`config.mk`:
```
export PLATFORM = sky130hd
export DESIGN_NAME = cpu_step_ctrl
export DESIGN_NICKNAME = d
export VERILOG_FILES = /design/src/rtl/cpu_step_ctrl.sv
export SDC_FILE = /design/constraint.sdc
export NUM_CORES = 1
export LEC_CHECK = 0
export BUFFER_PORTS_ARGS = -buffer_cell sky130_fd_sc_hd__buf_2
export CAP_MARGIN = 20
export CORE_AREA = 2 2 167 87
export CTS_CLUSTER_DIAMETER = 120
export DETAILED_ROUTE_END_ITERATION = 16
export DIE_AREA = 0 0 169 89
export GPL_TIMING_DRIVEN = 0
export HOLD_SLACK_MARGIN = 0.15
export SLEW_MARGIN = 0
export SYNTH_ARGS = -nofsm -noshare
export SYNTH_HDL_FRONTEND = slang
export SYNTH_SLANG_ARGS = --single-unit
```
`constraint.sdc`:
```
create_clock -name iCLK_50 -period 2.7 [get_ports iCLK_50]
set_clock_uncertainty 0.15 [all_clocks]
set_input_delay 0 -clock iCLK_50 [delete_from_list [all_inputs] [get_ports iCLK_50]]
set_output_delay 0 -clock iCLK_50 [all_outputs]
set_load 0.01 [all_outputs]
```
`src/rtl/cpu_step_ctrl.sv`:
```
// rtl/cpu_step_ctrl.sv - debounced run/step controller producing a datapath step enable
//
// Purpose: turns three raw active-low push-buttons into a single-cycle datapath step
// enable. The buttons select between manual single-stepping and two automatic step
// rates. This replaces gated manual/slow/fast clocks with a clock enable.
//
// Ports:
//   iCLK_50     in   1   system clock, all state on rising edge
//   iRST        in   1   synchronous reset, active-high
//   iKEY        in   3   raw buttons, active-low: [0]=step, [1]=auto/manual, [2]=slow/fast
//   iHold       in   1   level, 1 freezes auto stepping and its divider
//   oStep       out  1   one-cycle datapath step enable
//   oMode       out  2   00=MANUAL, 01=AUTO_SLOW, 11=AUTO_FAST, 10=MANUAL with fast preselected
//   oStepCount  out  32  number of oStep pulses since reset (wraps)
module cpu_step_ctrl #(
  parameter int DEBOUNCE_CYCLES = 500000,
  parameter int SLOW_DIV        = 10000000,
  parameter int FAST_DIV        = 31
) (
  input  logic        iCLK_50,
  input  logic        iRST,
  input  logic [2:0]  iKEY,
  input  logic        iHold,
  output logic        oStep,
  output logic [1:0]  oMode,
  output logic [31:0] oStepCount
);

  localparam int MAX_DIV = (SLOW_DIV > FAST_DIV) ? SLOW_DIV : FAST_DIV;
  localparam int DB_W    = $clog2(DEBOUNCE_CYCLES);
  localparam int DIV_W   = $clog2(MAX_DIV);

  localparam logic [DB_W-1:0]  DB_LAST   = DB_W'(DEBOUNCE_CYCLES - 1);
  localparam logic [DIV_W-1:0] SLOW_LAST = DIV_W'(SLOW_DIV - 1);
  localparam logic [DIV_W-1:0] FAST_LAST = DIV_W'(FAST_DIV - 1);

  typedef enum logic [1:0] {
    MANUAL      = 2'b00,
    AUTO_SLOW   = 2'b01,
    MANUAL_FAST = 2'b10,
    AUTO_FAST   = 2'b11
  } mode_e;

  // Key input path: synchronizer, debounce, press detect
  logic [2:0]      sync1_q, sync2_q;
  logic [2:0]      deb_q, deb_d;
  logic [2:0]      deb_prev_q;
  logic [2:0]      armed_q, armed_d;
  logic [2:0]      press_q, press_d;
  logic [1:0]      valid_q;
  logic [DB_W-1:0] dbc_q [3];
  logic [DB_W-1:0] dbc_d [3];

  always_comb begin
    for (int k = 0; k < 3; k++) begin
      deb_d[k] = deb_q[k];
      dbc_d[k] = '0;
      if (sync2_q[k] != deb_q[k]) begin
        if (dbc_q[k] == DB_LAST) begin
          deb_d[k] = sync2_q[k];
        end else begin
          dbc_d[k] = dbc_q[k] + DB_W'(1);
        end
      end
      // A key only becomes armed once a real (post-reset) synchronized sample agrees
      // with a released debounced value. A key held through reset is therefore
      // ignored until it has been seen released.
      armed_d[k] = armed_q[k] | (valid_q[1] & sync2_q[k] & deb_q[k]);
      press_d[k] = deb_prev_q[k] & ~deb_q[k] & armed_q[k];
    end
  end

  // Mode, divider and step generation
  mode_e            mode_q, mode_d;
  logic [DIV_W-1:0] div_q, div_d;
  logic [DIV_W-1:0] div_last;
  logic             step_q, step_d;
  logic [31:0]      cnt_q, cnt_d;
  logic             toggle;

  always_comb begin
    mode_d   = mode_e'(mode_q ^ {press_q[2], press_q[1]});
    toggle   = press_q[2] | press_q[1];
    div_last = (mode_q == AUTO_FAST) ? FAST_LAST : SLOW_LAST;
    div_d    = div_q;
    step_d   = 1'b0;
    if (toggle) begin
      // A mode change restarts the divider and swallows any step due this cycle.
      div_d = '0;
    end else if (!mode_q[0]) begin
      div_d  = '0;
      step_d = press_q[0];
    end else if (!iHold) begin
      if (div_q == div_last) begin
        div_d  = '0;
        step_d = 1'b1;
      end else begin
        div_d = div_q + DIV_W'(1);
      end
    end
    step_d = step_d & ~step_q;
    cnt_d  = cnt_q + {31'd0, step_q};
  end

  always_ff @(posedge iCLK_50) begin
    if (iRST) begin
      sync1_q    <= '1;
      sync2_q    <= '1;
      deb_q      <= '1;
      deb_prev_q <= '1;
      armed_q    <= '0;
      press_q    <= '0;
      valid_q    <= '0;
      for (int k = 0; k < 3; k++) begin
        dbc_q[k] <= '0;
      end
      mode_q     <= MANUAL;
      div_q      <= '0;
      step_q     <= 1'b0;
      cnt_q      <= '0;
    end else begin
      sync1_q    <= iKEY;
      sync2_q    <= sync1_q;
      deb_q      <= deb_d;
      deb_prev_q <= deb_q;
      armed_q    <= armed_d;
      press_q    <= press_d;
      valid_q    <= {valid_q[0], 1'b1};
      for (int k = 0; k < 3; k++) begin
        dbc_q[k] <= dbc_d[k];
      end
      mode_q     <= mode_d;
      div_q      <= div_d;
      step_q     <= step_d;
      cnt_q      <= cnt_d;
    end
  end

  assign oStep      = step_q;
  assign oMode      = mode_q;
  assign oStepCount = cnt_q;

endmodule

```
### After elaboration in Yosys (flattened, before gate mapping)

Memory sizes are Yosys's and may differ from the RTL's.
Index checks and enable logic that the tools add are counted.

* add/subtract/negate cells: 5
* equality and inequality tests: 8
* mux-type cells: 19
* bitwise gates (word level): 26
* reduce and logical (&&, ||, !) cells: 4

Operators with widths (count)
* $mux 19: 9
* $add 19x1->19 const B: 3
* $eq 19x19->1 const B: 3
* $mux 24: 2
* $add 32x1->32: 1
* $add 24x1->24 const B: 1
* $eq 24x24->1: 1
* $and 1x1->1: 13
* $mux 1: 8
* $or 1x1->1: 7
* $reduce_and 2->1: 3
* $not 1->1: 5
* $ne 1x1->1: 3
* $reduce_or 3->1: 1
* $eq 2x2->1 const B: 1
* $xor 2x2->2: 1

* register bits: 79
* memory bits (writable): 57
* bits of input ports: 6
* output and inout port bits: 35
* word-level logic and storage cells: 77
* memories: 1

Memory list
* dbc_q: words 3, width 19, read ports 3, clocked after Yosys merged registers in 0, wr ports 3, line 51 `logic [DB_W-1:0] dbc_q [3];`

### Longest topological paths before layout

Gate-level depths: netlist (run 1).

* depth in word-level cells: 8
* gate-level depth with buffers: 7

### Least setup slack after synthesis (run 1)

Ideal clock, no wire load.

* path kind: register to register
* from: reg div_q[0]
* to: reg div_q[22]
* library setup time: 0.080 ns
* arrival: 1.916 ns
* data required time: 2.470 ns
* path slack: 0.554 ns
* cell stages (with the launch flop): 6
* path buffers: 0
* period minus slack after synthesis: 2.146 ns
* cells stage by stage: dfxtp_1 ha_1 inv_1 or4_4 or4_1 a211oi_2

* word-level cells in the longest chain between the ends: 2

Ends and longest elaborated chain
* start, declared: line 75 `logic [DIV_W-1:0] div_q, div_d;`
* start signal, assigned: line 133 `div_q <= div_d;`
* $add 24x1->24 / $eq 24x24->1 (equally long branches): line 98, 94
* $mux 24 (*): line 94 `if (div_q == div_last) begin`

Every way passes the cells marked *; elsewhere a longest branch is shown, timed or not.
A chain may end at the register's enable or synchronous reset.

### Final worst setup path (run 1)

* from: reg step_q (netlist: oStep)
* to: reg cnt_q[20] (netlist: oStepCount[20])

* word-level cells in the longest chain between the ends: 1

Ends and longest elaborated chain
* start, declared: line 77 `logic step_q, step_d;`
* start signal, assigned: line 134 `step_q <= step_d;`
* $add 32x1->32: line 102 `cnt_d = cnt_q + {31'd0, step_q};`
* end signal, assigned: line 135 `cnt_q <= cnt_d;`
* end, declared: line 78 `logic [31:0] cnt_q, cnt_d;`

Every way passes these cells.

==> results of run 1 <==
-- repair_timing --
item,CTS,global route
resized for setup,0,3
hold buffers,6,0
hold endpoints to repair,33,0
endpoints found under the setup margin,0,11
-- worst max-delay path, delay by kind of cell (launching register included) --
| kind | cells | cell delay, ns |
|---|---|---|
| AO/OA/AOI/OAI | 1 | 0.14 |
| buffers and inverters | 1 | 0.31 |
| adder cells (fa/ha/maj) | 2 | 0.54 |
| flip-flops | 1 | 0.39 |
| AND/OR/NAND/NOR | 3 | 0.91 |
-- per-layer routing --
metal  share of wire  wire length [um]
met1            0.54              6770
met2            0.43              5350
met3           0.027               339
met4          0.0095               120
met5               0                 0
-- worst max-delay path by stage --
stage,start,end,slack [ns]
global route,oStep,oStepCount[20],0.01
finish,oStep,oStepCount[20],0.20
floorplan,div_q[0],div_q[22],0.55
CTS,dbc_q[0][38],dbc_q[0][46],0.0007
detailed placement,dbc_q[0][38],dbc_q[0][49],0.009
global placement,dbc_q[0][38],dbc_q[0][46],0.07
-- power by group through the flow --
stage               registers [mW]  logic, mW  clock network, mW
floorplan                     2.07     0.0308                  0
global placement              2.07     0.0463                  0
detailed placement            2.07     0.0467                  0
CTS                           2.02     0.0534               2.46
global route                  2.02     0.0600               2.55
finish                        2.02     0.0525               2.41
-- cell usage after synthesis, types with 3 or more instances --
cell type  count  area (um2)
a211oi_1       4        30.0
o31ai_1       19         143
o21ai_0       28         140
nand3_1       43         215
nand4_1       18         113
nor2_1        70         263
xnor2_1       42         368
and2_1         3        18.8
or3_1         30         188
a31oi_1        3        18.8
xor2_1        22         193
or4_1         22         165
inv_1         20        75.1
or2_2          9        56.3
nor4_1        16         100
nand2_1       43         161
clkbuf_1      15        56.3
ha_1           6        75.1
nor4b_1        7        61.3
nor3_1        27         135
and4_1        13         114
dfxtp_1      136        2720
a211oi_2       6        75.1
buf_2          3        15.0
o311ai_0       3        26.3
and3_1         5        31.3
a21oi_1       34         170
nor2b_1        3        18.8
-- area by class of cell --
type                    count  area [um2]  share of cell area
plain buffers              20        95.1              0.0134
clock buffers              21         480              0.0678
clock inverters            11         144              0.0203
inverters                  20        75.1              0.0106
multi-input cells         496        3090               0.436
flip-flops and latches    136        2720               0.384
well taps                 176         220              0.0311
repair buffers             45         255              0.0360
-- state kept, by name (all words and copies together) (netlist names) --
| name | flops |
|---|---|
| armed_q | 3 |
| dbc_q | 57 |
| deb_prev_q | 3 |
| deb_q | 3 |
| div_q | 24 |
| oMode | 2 |
| oStep | 1 |
| oStepCount | 32 |
| press_q | 3 |
| sync1_q | 3 |
| sync2_q | 3 |
| valid_q | 2 |
-- kinds of logic after synthesis --
kind of cell,synth area share
AND/OR/NAND/NOR,0.294
flip-flops,0.455
AO/OA/AOI/OAI,0.114
XOR/XNOR,0.0938
buffers and inverters,0.0283
adder cells (fa/ha/maj),0.0126
multiplexers,0.00167
==> key figures, run 1 <==
Clock tree
  – CTS tree: done
  – Clock Latency Late Sink: roughly 0.4 ns
  – Clock Path Buffers: 2
  – CTS buffer count: 17
  – CTS Sinks: between 100 and 150
  – CTS Root Cell: clkbuf_16
  – Clock-pin slew on the worst setup and hold paths: around 0.06 ns
  – Setup Fix Bufs, Post-CTS: 0
  – CTS H-tree lvls: 4

Worst setup path
  – CP Cell Sequence: ha_1 > ha_1 > and2_1 > nand4_1 > clkbuf_2 > or3_1 > a21oi_1
  – Setup slack, reg-to-reg: around 0.2 ns
  – R2R depth: 7
  – Crit path launch type: flip-flop
  – Worst path most repeated cell: ha_1
  – Worst Path Required: around 2.9 ns
  – Worst EP arrival: 2.69 ns
  – Worst r2r src: oStep
  – CP Max Fanout: 10
  – Worst path slowest cell: dfxtp_1
  – CP endpoint kind: flip-flop
  – CP max stage delay: just under 0.4 ns
  – WS Path Type: flip-flop to flip-flop
  – R2R Path End: oStepCount[20]

Finish
  – Area Growth Syn to Fin: 18.5%
  – Antenna diodes: 0
  – Final instance area: slightly above 7000 um2
  – Commonest non-fill, non-tap cell in the layout: dfxtp_1
  – Layout cell share with drive strength beyond 1: 0.136
  – Most frequent cells in the layout: dfxtp_1 (136), nor2_1 (70), nand2_1 (43), nand3_1 (43)
  – Final #Nets: about 750
  – Finished Layout Cells: around 900
  – Fillers: about 1300
  – Fin util: 0.527

Timing
  – Tightest Pin Transition: between 0.6 and 0.7 ns
  – Setup ws final: about 0.20 ns
  – Relative slew slack: 0.591
  – Final Critical Period: 2.50 ns
  – Final hold viol count: 0
  – Hold WS: 0.170 ns
  – Max frequency: 400 MHz
  – Final setup fails: 0
  – Period Utilization, post-route: 0.925
  – Max-slew violations: 0
  – RSZ-0062 raised after global routing: false
  – Setup TNS: 0 ns

GRT
  – Total GRT Usage: 0.174
  – Congestion Overflow GR: 0
  – Global Route met1 Usage: 0.235
  – GR Util met2: 0.273
  – Largest net degree at the start of global routing: 17
  – Vias in the first global route: 4458
  – First-pass GRT wire length: around 21000 um
  – Initial antenna violation count: 0
  – Grt met3 use: 0.0429
  – Most used routing layer: met2

Power and ir drop
  – Clock power share: 0.537
  – Internal cell power: approximately 3.6 mW
  – Leakage: roughly 2.3 nW
  – P per Cell Area: 633 nW/um2
  – Net Sw Frac: 0.200
  – Sequential fraction of design power: 0.451
  – Tot Pwr: approximately 4.5 mW
  – Combinational power share: 0.012
  – Peak VDD IR: between 400 and 500 uV
  – P_sw: around 0.9 mW

Yosys
  – Cells after Synth: ~670
  – Most common flop cell mapped by yosys: dfxtp_1
  – Post-Syn Nets: 684
  – Yosys warning count: 0
  – Post-synth EDFFs: 0
  – Post-synth ARST share: 0
  – Synthesized area: 5980 um2
  – Syn_area_per_cell: 8.90 um2
  – Synth cell types: 45
  – FF+latch count, synth: 136
  – Register area share after synthesis: 0.455

Placed design
  – DP Wirelength: roughly 8600 um
  – IO Port Bufs: 39
  – Placed inst area: between 6000 and 7000 um2
  – Setup WS pre-CTS: ~0.0095 ns
  – Inst Count DP: between 800 and 900
  – Final estimated routing congestion in global placement: ~0.79

Route
  – Iter 0 DRT Violations: approximately 330
  – Post-DR vias/cell: approximately 5.4
  – WL final: roughly 13000 um
  – Final ANT Viol Nets: 0
  – Drt wl/cell: between 10 and 15 um
  – # DRC: 0
  – TritonRoute pass-1 iters: 5
  – Vias: about 5000

Floorplan
  – Row cnt: 30
  – Die H: about 89 um
  – Initial core utilization: 0.445
  – DIE WIDTH: 169 um
  – I/O Pins: between 40 and 50
  – Die area: approximately 15000 um2
  – Core box area: 13400 um2

Worst hold path
  – HP Class: input pin to flip-flop
  – Min-delay src: iKEY[0]
  – Hold Path Sink: sync1_q[0]
  – Hold Path Cell Cnt: 3

Status
  – Status: completed

Flow run
  – Max cap viols: 0
(Power assumes the default switching activity.)
==> run 2, diff against run 1 <==
- ABC_AREA: unset -> 1
- CORE_AREA: 2 2 167 87 -> 2 2 161 84
- DIE_AREA: 0 0 169 89 -> 0 0 163 86
- PLACE_DENSITY: unset -> 0.72
- clock period: 2.7 -> 2.35 ns (I/O delays scaled with it)
==> key figures, run 2 <==
Timing
  – RSZ-0062 raised after global routing: false (unchanged)
  – Period Utilization, post-route: 0.882 (was 0.925)
  – Hold WS: 0.254 ns (was 0.170 ns)
  – Final Critical Period: 2.07 ns (was 2.50 ns)
  – Setup ws final: 0.277 ns (was 0.201 ns)
  – Final setup fails: 0 (unchanged)
  – Max frequency: 482 MHz (was 400 MHz)
  – Tightest Pin Transition: 0.659 ns (was 0.614 ns)
  – Setup TNS: 0 ns (unchanged)
  – Final hold viol count: 0 (unchanged)
  – Max-slew violations: 0 (unchanged)
  – Relative slew slack: 0.560 (was 0.591)

Finish
  – Max reg flops: 57 (unchanged)
  – Fin util: 0.628 (was 0.527)
  – Finished Layout Cells: 1272 (was 925)
  – Reg with most FFs: dbc_q (unchanged)
  – Final #Nets: 1101 (was 748)
  – Fillers: 1134 (was 1306)
  – Most frequent cells in the layout: nand2_1 (285), nor2_1 (205), dfxtp_1 (136) (was dfxtp_1 (136), nor2_1 (70), nand2_1 (43), nand3_1 (43))
  – Layout cell share with drive strength beyond 1: 0.107 (was 0.136)
  – Commonest non-fill, non-tap cell in the layout: nand2_1 (was dfxtp_1)
  – Antenna diodes: 0 (unchanged)
  – Area Growth Syn to Fin: 15.9% (was 18.5%)

Clock tree
  – CTS H-tree lvls: 4 (unchanged)
  – Clock-pin slew on the worst setup and hold paths: 0.06 ns (about the same)
  – Clock Path Buffers: 2 (unchanged)
  – Setup Fix Bufs, Post-CTS: 0 (unchanged)
  – CTS buffer count: 17 (unchanged)
  – CTS tree: done (unchanged)
  – CTS Sinks: 136 (unchanged)
  – Clock Latency Late Sink: 0.41 ns (about the same)
  – CTS Root Cell: clkbuf_16 (unchanged)

Yosys
  – Post-synth ARST share: 0 (unchanged)
  – Cells after Synth: 1023 (was 672)
  – Register area share after synthesis: 0.402 (was 0.455)
  – Yosys warning count: 0 (unchanged)
  – Synthesized area: 6780 um2 (was 5980 um2)
  – FF+latch count, synth: 136 (unchanged)
  – Cell taking the most area after synthesis: dfxtp_1 (unchanged)
  – Post-Syn Nets: 1035 (was 684)
  – Syn_area_per_cell: 6.63 um2 (was 8.90 um2)
  – Commonest cells post-synth: nand2_1 (285), nor2_1 (205), dfxtp_1 (136), inv_1 (103), nand3_1 (60) (was dfxtp_1 (136), nor2_1 (70), nand2_1 (43), nand3_1 (43), xnor2_1 (42))
  – Post-synth EDFFs: 0 (unchanged)
  – Synth cell types: 29 (was 45)
  – Area share of the largest cell type after synthesis: 0.402 (was 0.455)
  – Most common flop cell mapped by yosys: dfxtp_1 (unchanged)
  – Top area cells in the synthesized netlist: dfxtp_1 (40%), nand2_1 (16%), nor2_1 (11%) (was dfxtp_1 (46%), xnor2_1 (6.2%), nor2_1 (4.4%))
  – Most common cell in the netlist: nand2_1 (was dfxtp_1)

Worst setup path
  – CP endpoint kind: flip-flop (unchanged)
  – CP Cell Sequence: ha_1 > ha_1 > nand2_1 > inv_2 > nand2_1 > nor2_1 > nand2_1 > nor2_1 > nand3_1 > nand2_1 > nor2_1 (was ha_1 > ha_1 > and2_1 > nand4_1 > clkbuf_2 > or3_1 > a21oi_1)
  – Worst path most repeated cell: nand2_1 (was ha_1)
  – WS Path Type: flip-flop to flip-flop (unchanged)
  – Worst Path Required: 2.48 ns (was 2.89 ns)
  – Worst path slowest cell: dfxtp_1 (unchanged)
  – Worst EP arrival: 2.20 ns (was 2.69 ns)
  – Crit path buffers/inverters: 1 (unchanged)
  – Crit path max-delay family: simple AND/OR/NAND/NOR gates (unchanged)
  – CP max stage delay: 0.36 ns (was 0.39 ns)
  – Crit path launch type: flip-flop (unchanged)
  – CP Max Fanout: 3 (was 10)

Placed design
  – DP Wirelength: 11100 um (was 8570 um)
  – IO Port Bufs: 39 (unchanged)
  – Inst Count DP: 1232 (was 887)
  – Setup WS pre-CTS: 0.325 ns (was 0.00946 ns)
  – Final estimated routing congestion in global placement: 0.931 (was 0.788)

Floorplan
  – Initial core utilization: 0.542 (was 0.445)
  – DIE WIDTH: 163 um (was 169 um)
  – Die H: 86 um (was 89 um)
  – Core box area: 12500 um2 (was 13400 um2)
  – Row cnt: 29 (was 30)
  – Die area: 14000 um2 (was 15000 um2)
  – I/O Pins: 41 (unchanged)

GRT
  – GR Util met2: 0.373 (was 0.273)
  – Most used routing layer: met2 (unchanged)
  – Vias in the first global route: 5775 (was 4458)
  – Global Route met1 Usage: 0.313 (was 0.235)
  – First-pass GRT wire length: 26200 um (was 21000 um)
  – Largest net degree at the start of global routing: 17 (unchanged)
  – Initial antenna violation count: 0 (unchanged)
  – Congestion Overflow GR: 0 (unchanged)
  – Grt met3 use: 0.0522 (was 0.0429)
  – Total GRT Usage: 0.232 (was 0.174)

Worst hold path
  – HP Class: flip-flop to flip-flop (was input pin to flip-flop)

Route
  – Final ANT Viol Nets: 0 (unchanged)
  – Post-DR vias/cell: 5.06 (was 5.36)
  – TritonRoute pass-1 iters: 5 (unchanged)
  – # DRC: 0 (unchanged)
  – WL final: 15500 um (was 12600 um)
  – Iter 0 DRT Violations: 325 (was 326)
  – Vias: 6440 (was 4961)
  – Drt wl/cell: 12.2 um (was 13.6 um)

Power and ir drop
  – P_sw: 1.02 mW (was 0.898 mW)
  – Clock power share: 0.528 (was 0.537)
  – Peak VDD IR: 397 uV (was 420 uV)
  – Net Sw Frac: 0.201 (was 0.200)
  – Sequential fraction of design power: 0.457 (was 0.451)
  – Internal cell power: 4.06 mW (was 3.59 mW)
  – Combinational power share: 0.015 (was 0.012)
  – Leakage: 2.86 nW (was 2.30 nW)
  – P per Cell Area: 647 nW/um2 (was 633 nW/um2)

Status
  – Status: completed (unchanged)

Flow run
  – Max cap viols: 0 (unchanged)
## run 2: final timing paths
kind	startpoint	end	slack [ns]	cells past startpoint
max reg2reg	oStep	oStepCount[18]	0.28	11
min reg2reg	valid_q[0]	valid_q[1]	0.25	2
min	valid_q[0]	valid_q[1]	0.25	2
max	oStep	oStepCount[18]	0.28	11
## run 2: cell type report
type	count	area, um2	share of cell area
Multi-Input combinational cell	771	3590	0.457
Sequential cell	136	2720	0.346
Clock buffer	23	468	0.0595
Inverter	105	394	0.0502
Timing Repair Buffer	47	275	0.0350
Tap cell	170	213	0.0271
Clock inverter	9	123	0.0156
Buffer	11	71.3	0.00907
## run 2: per-stage QoR
| stage | total power [mW] | area (um2) |
|---|---|---|
| 3_5_place_dp | 2.44 | 7190 |
| 6_report | 5.09 | 7860 |
| 2_1_floorplan | 2.42 | 6780 |
| 4_1_cts | 5.12 | 7860 |
| 3_3_place_gp | 2.44 | 7190 |
| 5_1_grt | 5.23 | 7860 |
## run 2: worst min-delay path: stages (launching register included)
cell	delay [ns]
dfxtp_1	0.29
inv_1	0.04
nor2_1	0.03
## run 2: metal layers
metal | up-vias | wire [um]
met5 | - | 0
met4 | 0 | 174
met3 | 23 | 924
met2 | 169 | 6660
met1 | 2898 | 7770
li1 | 3350 | -
## run 2: logic make-up after synthesis
family	Yosys count	share of synthesized area
AOI/OAI and AO/OA	77	0.0579
and+or+nand+nor	656	0.419
buffers and inverters	116	0.0686
DFF	136	0.402
xor gates and xnor gates	32	0.0413
adders and majority gates	6	0.0111
## run 2: repair_timing
action                    4_1_cts  5_1_grt
hold endpoints to repair       47        0
gates resized for setup         0        0
hold buffers                    8        0
## run 2: power by group through the flow
stage | logic [mW] | registers (mW) | clock network, mW
6_report | 0.0750 | 2.33 | 2.69
5_1_grt | 0.0838 | 2.33 | 2.82
3_5_place_dp | 0.0643 | 2.38 | 0
2_1_floorplan | 0.0420 | 2.37 | 0
3_3_place_gp | 0.0636 | 2.38 | 0
4_1_cts | 0.0754 | 2.33 | 2.72
